===== src/rtl/gb_host.sv =====
// gb_host: ghostbus initiator. Turns a valid/ready command stream into
// single-cycle write strobes and fixed-latency reads, returning read data
// on a valid/ready response stream. One transaction outstanding at a time.
// Optional feature macro: GB_HOST_BURST_EN (multi-beat reads via cmd_len).
module gb_host #(
   parameter int unsigned AW     = 24,
   parameter int unsigned DW     = 32,
   parameter int unsigned RD_LAT = 2
) (
   input  logic          clk,
   input  logic          rst,
   input  logic          cmd_valid,
   output logic          cmd_ready,
   input  logic          cmd_we,
   input  logic [AW-1:0] cmd_addr,
   input  logic [DW-1:0] cmd_wdata,
   input  logic [7:0]    cmd_len,
   output logic          rsp_valid,
   input  logic          rsp_ready,
   output logic [DW-1:0] rsp_data,
   output logic          rsp_last,
   output logic          busy,
   output logic          gb_clk,
   output logic [AW-1:0] gb_addr,
   output logic [DW-1:0] gb_dout,
   input  logic [DW-1:0] gb_din,
   output logic          gb_we
);

   localparam int unsigned LW = 4;
   localparam logic [LW-1:0] LAT_MAX = LW'(RD_LAT);

   typedef enum logic [2:0] {IDLE, WRITE, RADDR, RWAIT, RSP} state_t;

   state_t        state;
   state_t        state_nxt;
   logic [LW-1:0] lat_cnt;
   logic          cmd_fire;
   logic          rsp_fire;
   logic          lat_done;
   logic          beats_left;

   assign gb_clk   = clk;
   assign cmd_fire = cmd_valid && cmd_ready;
   assign rsp_fire = rsp_valid && rsp_ready;
   assign lat_done = (lat_cnt == LAT_MAX);

`ifdef GB_HOST_BURST_EN
   logic [7:0] beat_cnt;

   assign beats_left = (beat_cnt != 8'd0);

   // Remaining-beat counter for multi-beat reads
   always_ff @(posedge clk) begin
      if (rst) begin
         beat_cnt <= 8'd0;
      end else if (state == IDLE && cmd_fire && !cmd_we) begin
         beat_cnt <= cmd_len;
      end else if (state == RSP && rsp_fire && beats_left) begin
         beat_cnt <= beat_cnt - 8'd1;
      end
   end
`else
   logic unused_cmd_len;

   assign beats_left     = 1'b0;
   assign unused_cmd_len = ^cmd_len;
`endif

   // State register
   always_ff @(posedge clk) begin
      if (rst) state <= IDLE;
      else     state <= state_nxt;
   end

   // Next-state logic
   always_comb begin
      state_nxt = state;
      case (state)
         IDLE:  if (cmd_fire) state_nxt = cmd_we ? WRITE : RADDR;
         WRITE: state_nxt = IDLE;
         RADDR: state_nxt = lat_done ? RSP : RWAIT;
         RWAIT: state_nxt = lat_done ? RSP : RWAIT;
         RSP:   if (rsp_fire) state_nxt = beats_left ? RADDR : IDLE;
         default: state_nxt = IDLE;
      endcase
   end

   // State-decoded outputs; cmd_ready is additionally gated by reset
   always_comb begin
      cmd_ready = 1'b0;
      busy      = 1'b1;
      gb_we     = 1'b0;
      rsp_valid = 1'b0;
      rsp_last  = 1'b0;
      case (state)
         IDLE: begin
            cmd_ready = !rst;
            busy      = 1'b0;
         end
         WRITE: gb_we = 1'b1;
         RSP: begin
            rsp_valid = 1'b1;
            rsp_last  = !beats_left;
         end
         default: ;
      endcase
   end

   // Bus address/data, latency counter and read-data capture
   always_ff @(posedge clk) begin
      if (rst) begin
         gb_addr  <= '0;
         gb_dout  <= '0;
         rsp_data <= '0;
         lat_cnt  <= '0;
      end else begin
         case (state)
            IDLE: begin
               if (cmd_fire) begin
                  gb_addr <= cmd_addr;
                  lat_cnt <= '0;
                  if (cmd_we) gb_dout <= cmd_wdata;
               end
            end
            RADDR, RWAIT: begin
               if (lat_done) rsp_data <= gb_din;
               else          lat_cnt  <= lat_cnt + LW'(1);
            end
            RSP: begin
               if (rsp_fire && beats_left) begin
                  gb_addr <= gb_addr + AW'(1);
                  lat_cnt <= '0;
               end
            end
            default: ;
         endcase
      end
   end

endmodule


===== config.mk =====
export PLATFORM = sky130hd
export DESIGN_NAME = gb_host
export DESIGN_NICKNAME = d
export VERILOG_FILES = /design/src/rtl/gb_host.sv
export SDC_FILE = /design/constraint.sdc
export NUM_CORES = 1
export LEC_CHECK = 0
export ABC_AREA = 1
export CAP_MARGIN = 0
export CORE_ASPECT_RATIO = 0.6
export CORE_MARGIN = 2
export CORE_UTILIZATION = 38
export DETAILED_ROUTE_END_ITERATION = 7
export GPL_TIMING_DRIVEN = 0
export HOLD_SLACK_MARGIN = 0.12
export PLACE_DENSITY = 0.89
export SLEW_MARGIN = 10
export SYNTH_ARGS = -nofsm -noshare
export SYNTH_HDL_FRONTEND = slang
export SYNTH_SLANG_ARGS = --single-unit

===== constraint.sdc =====
create_clock -name clk -period 1.8 [get_ports clk]
set_input_delay 0.36 -clock clk [delete_from_list [all_inputs] [get_ports clk]]
set_output_delay 0.36 -clock clk [all_outputs]
set_load 0.05 [all_outputs]

==> qor_table.md <==
| Stage | Result | Reported |
| --- | --- | --- |
| die | Number of placed I/O pins | 195 |
| global route | Wire length of the first global-routing pass | 16900 um |
| power | Fraction of power consumed by sequential logic | 0.390 |
| global route | GR met3 Demand/Resource | 0.0938 |
| min path | Worst min-delay path class | in -> reg |
| clock network | CTS Hold Bufs | 0 |
| global route | Vias in the first global route | 3715 |
| global route | Antenna violations before repair | 0 |
| power | Clock power frac | 0.446 |
| logic synthesis | Synthesized netlist net count | 612 |
| logic synthesis | Avg Inst Size Synth | 7.18 sq um |
| die | Core region area | 9260 sq um |
| logic synthesis | Number of distinct standard cells referenced by the synthesized netlist | 24 |
| route | Wire per inst | 12.6 um |
| finish | Fin nets | 811 |
| worst setup path | Data required time at the worst endpoint | 1440 ps |
| route | DR pass1 iterations | 5 |
| clock network | CTS tree | built |
| timing | Count of final hold-check violations | 0 |
| finish | Total area of multi-input combinational cells | 1460 sq um |
| global route | M2 GR Usage | 0.358 |
| power | Power, Total | 5760 uW |
| clock network | Later-pin clock latency in the skew report | 440 ps |
| power | IR Drop Worst-Case VDD | 1.07 mV |
| die | Die height | 79.9 um |
| finish | Register Area | 1900 sq um |
| clock network | Clock-pin slew reported for the worst setup and hold paths after clock tree synthesis | 70 ps |
| timing | Final number of setup-violating endpoints | 0 |
| logic synthesis | Sequential share of the synthesized area | 0.521 |
| timing | Max-slew violations | 0 |
| timing | Post-Route Skew | 8.59 ps |
| die | Overall die width | 131 um |
| timing | RSZ-0062 raised after global routing | true |
| placed design | Gp weighted congestion | 0.821 |
| power | Reported leakage power | 0.00310 uW |
| global route | Busiest grt layer | met2 |
| worst setup path | Setup CP Type | clk -> out |
| min path | Worst hold stages | 2 |
| worst setup path | Critical path launch point type | clock port |
| finish | Ratio of cells with drive above 1 in the final layout | 0.0673 |
| route | Final routed DRC violation total | 0 |
| placed design | Post-detailed-placement half-perimeter wirelength | 8220 um |
| timing | Worst-case headroom to the max-slew limit | 0.648 |
| flow run | MaxCap Viol Count | 0 |
| worst setup path | Setup crit end kind | output pin |
| die | Area of the die | 10400 sq um |
| die | Initial core utilization | 0.395 |
| worst setup path | Length in cells of the worst reg-to-reg path | 7 |
| route | Routed vias | 3814 |
| power | Sw Ratio | 0.275 |
| logic synthesis | Number of synthesized register bits | 95 |
| finish | Non-filler instance count after layout | 843 |
| placed design | Total placed cells including tap cells | 824 |
| route | Total wire length after detailed routing | 10600 um |
| logic synthesis | Number of warnings reported in the yosys synthesis log | 0 |
| global route | Total gr overflow | 0 |
| global route | GRT Overall Usage | 0.209 |
| worst setup path | Worst Path Max Fanout | 2 |
| power | Fraction of power consumed by combinational cells | 0.164 |
| global route | Global routing met1 resource utilization | 0.231 |
| run status | Result of the run | complete, no violations |
| timing | Pin slew with the least headroom to its limit | 531 ps |
| power | Internal power consumption | 4180 uW |
| logic synthesis | Synthesized cell area | 3650 sq um |
| power | Switching power | 1590 uW |
| placed design | Quantity of I/O buffers inserted on ports | 185 |
| power | Cell area power density | 967 nW/um^2 |
| finish | Share of the core filled with cells in the final layout | 0.644 |
| finish | Antenna diode count | 0 |
| timing | Post-Route Setup TNS | 0 ps |
| finish | Filler Cell Count | 835 |
| clock network | Number of setup buffers added after CTS | 0 |
| die | Row Count | 27 |
| finish | P&R area growth vs syn | 63.3% |
| route | Average vias per placed instance | 4.52 |
| route | Antenna-violating nets left | 0 |
| worst setup path | Worst EP arrival | 1410 ps |
| route | Iteration-0 DRC Markers | 134 |
| logic synthesis | Post-synthesis cell count | 509 |
| global route | Maximum number of pins on one net before global-route repair | 17 |
==> worst max-delay path: stages <==
cell,delay (ps)
sky130_fd_sc_hd__clkbuf_16,120
sky130_fd_sc_hd__clkbuf_16,130
sky130_fd_sc_hd__buf_4,120
sky130_fd_sc_hd__buf_6,140
==> kinds of logic after synthesis <==
group                      synth area share
AOI/OAI and AO/OA                    0.0593
adders and majority gates           0.00685
buffers and inverters                0.0836
DFF                                   0.521
and+or+nand+nor                       0.330
==> final timing paths <==
kind	slack (ps)	to	start
setup / recovery	30	gb_clk	clk
hold reg to reg	460	gb_addr[22]	gb_addr[22]
hold / removal	230	lat_cnt[2]	rst
setup reg to reg	110	rsp_data[13]	lat_cnt[0]
==> Yosys cell counts <==
cell	number	area, sq um
sky130_fd_sc_hd__nand3_1	28	140
sky130_fd_sc_hd__inv_1	42	158
sky130_fd_sc_hd__o211ai_1	1	7.51
sky130_fd_sc_hd__nand4_1	1	6.26
sky130_fd_sc_hd__nand2_4	1	11.3
sky130_fd_sc_hd__clkinv_1	1	3.75
sky130_fd_sc_hd__dfxtp_1	95	1900
sky130_fd_sc_hd__buf_2	4	20.0
sky130_fd_sc_hd__nor2_2	2	12.5
sky130_fd_sc_hd__a31o_2	1	8.76
sky130_fd_sc_hd__buf_4	8	60.1
sky130_fd_sc_hd__nor2_4	1	11.3
sky130_fd_sc_hd__buf_1	4	15.0
sky130_fd_sc_hd__clkbuf_1	12	45.0
sky130_fd_sc_hd__nand2_1	127	477
sky130_fd_sc_hd__nor2_1	133	499
sky130_fd_sc_hd__nor3b_1	2	15.0
sky130_fd_sc_hd__inv_2	1	3.75
sky130_fd_sc_hd__nand2_2	1	6.26
sky130_fd_sc_hd__nor3_1	1	5.00
sky130_fd_sc_hd__nor2_8	1	20.0
sky130_fd_sc_hd__ha_1	2	25.0
sky130_fd_sc_hd__a21oi_1	6	30.0
sky130_fd_sc_hd__o21ai_0	34	170
==> repair_timing <==
action	CTS	global route
setup endpoints to repair	94	11
cloned	0	0
resized for setup	117	11
==> layer usage <==
layer	wire [um]	vias to the layer above
met5	0	-
met4	55	0
met3	1040	10
met2	4920	146
met1	4590	1710
li1	-	1948
==> per-stage QoR <==
stage	hold WS, ps	worst slack, ps	area (sq um)
after floorplan	467	55.1	3660
after CTS	215	2.08	5960
after detailed placement	458	-246	5670
after global placement	452	-246	5670
after global routing	234	-6.10	5960
final	234	28.9	5960
==> cells in the final DEF, fill, tap and decap left out, types with 2 or more instances in the layout <==
cell type / Yosys / routed
sky130_fd_sc_hd__o21ai_0: 34 / 34
sky130_fd_sc_hd__ha_1: 2 / 2
sky130_fd_sc_hd__nand2_1: 127 / 127
sky130_fd_sc_hd__inv_1: 42 / 42
sky130_fd_sc_hd__clkbuf_1: 12 / 13
sky130_fd_sc_hd__buf_4: 8 / 9
sky130_fd_sc_hd__clkdlybuf4s50_1: 0 / 91
sky130_fd_sc_hd__nor3b_1: 2 / 2
sky130_fd_sc_hd__dfxtp_1: 95 / 95
sky130_fd_sc_hd__a21oi_1: 6 / 6
sky130_fd_sc_hd__nor2_2: 2 / 2
sky130_fd_sc_hd__clkbuf_16: 0 / 12
sky130_fd_sc_hd__buf_2: 4 / 7
sky130_fd_sc_hd__nor2_1: 133 / 133
sky130_fd_sc_hd__bufinv_16: 0 / 2
sky130_fd_sc_hd__nand3_1: 28 / 28
sky130_fd_sc_hd__clkbuf_2: 0 / 3
sky130_fd_sc_hd__buf_6: 0 / 2
sky130_fd_sc_hd__dlygate4sd2_1: 0 / 88
==> sequential cells by signal, summed over array words and instances (netlist names) <==
name	flops
gb_addr	24
gb_dout	32
lat_cnt	4
rsp_data	32
state	3
==> area by class of cell <==
type,count,share of cell area
plain buffers,28,0.0241
clock buffers,15,0.0552
clock inverters,5,0.0149
inverters,44,0.0277
multi-input cells,342,0.244
flip-flops and latches,95,0.319
well taps,130,0.0273
repair buffers,184,0.288
==> power by group through the flow <==
stage / registers, uW / clock network, uW / logic [uW]
after floorplan: 2590 / 120 / 256
after global placement: 2290 / 159 / 995
after detailed placement: 2300 / 159 / 1010
after CTS: 2250 / 2630 / 949
after global routing: 2260 / 2730 / 1010
final: 2250 / 2570 / 943
Power figures use the tool's default switching activity.
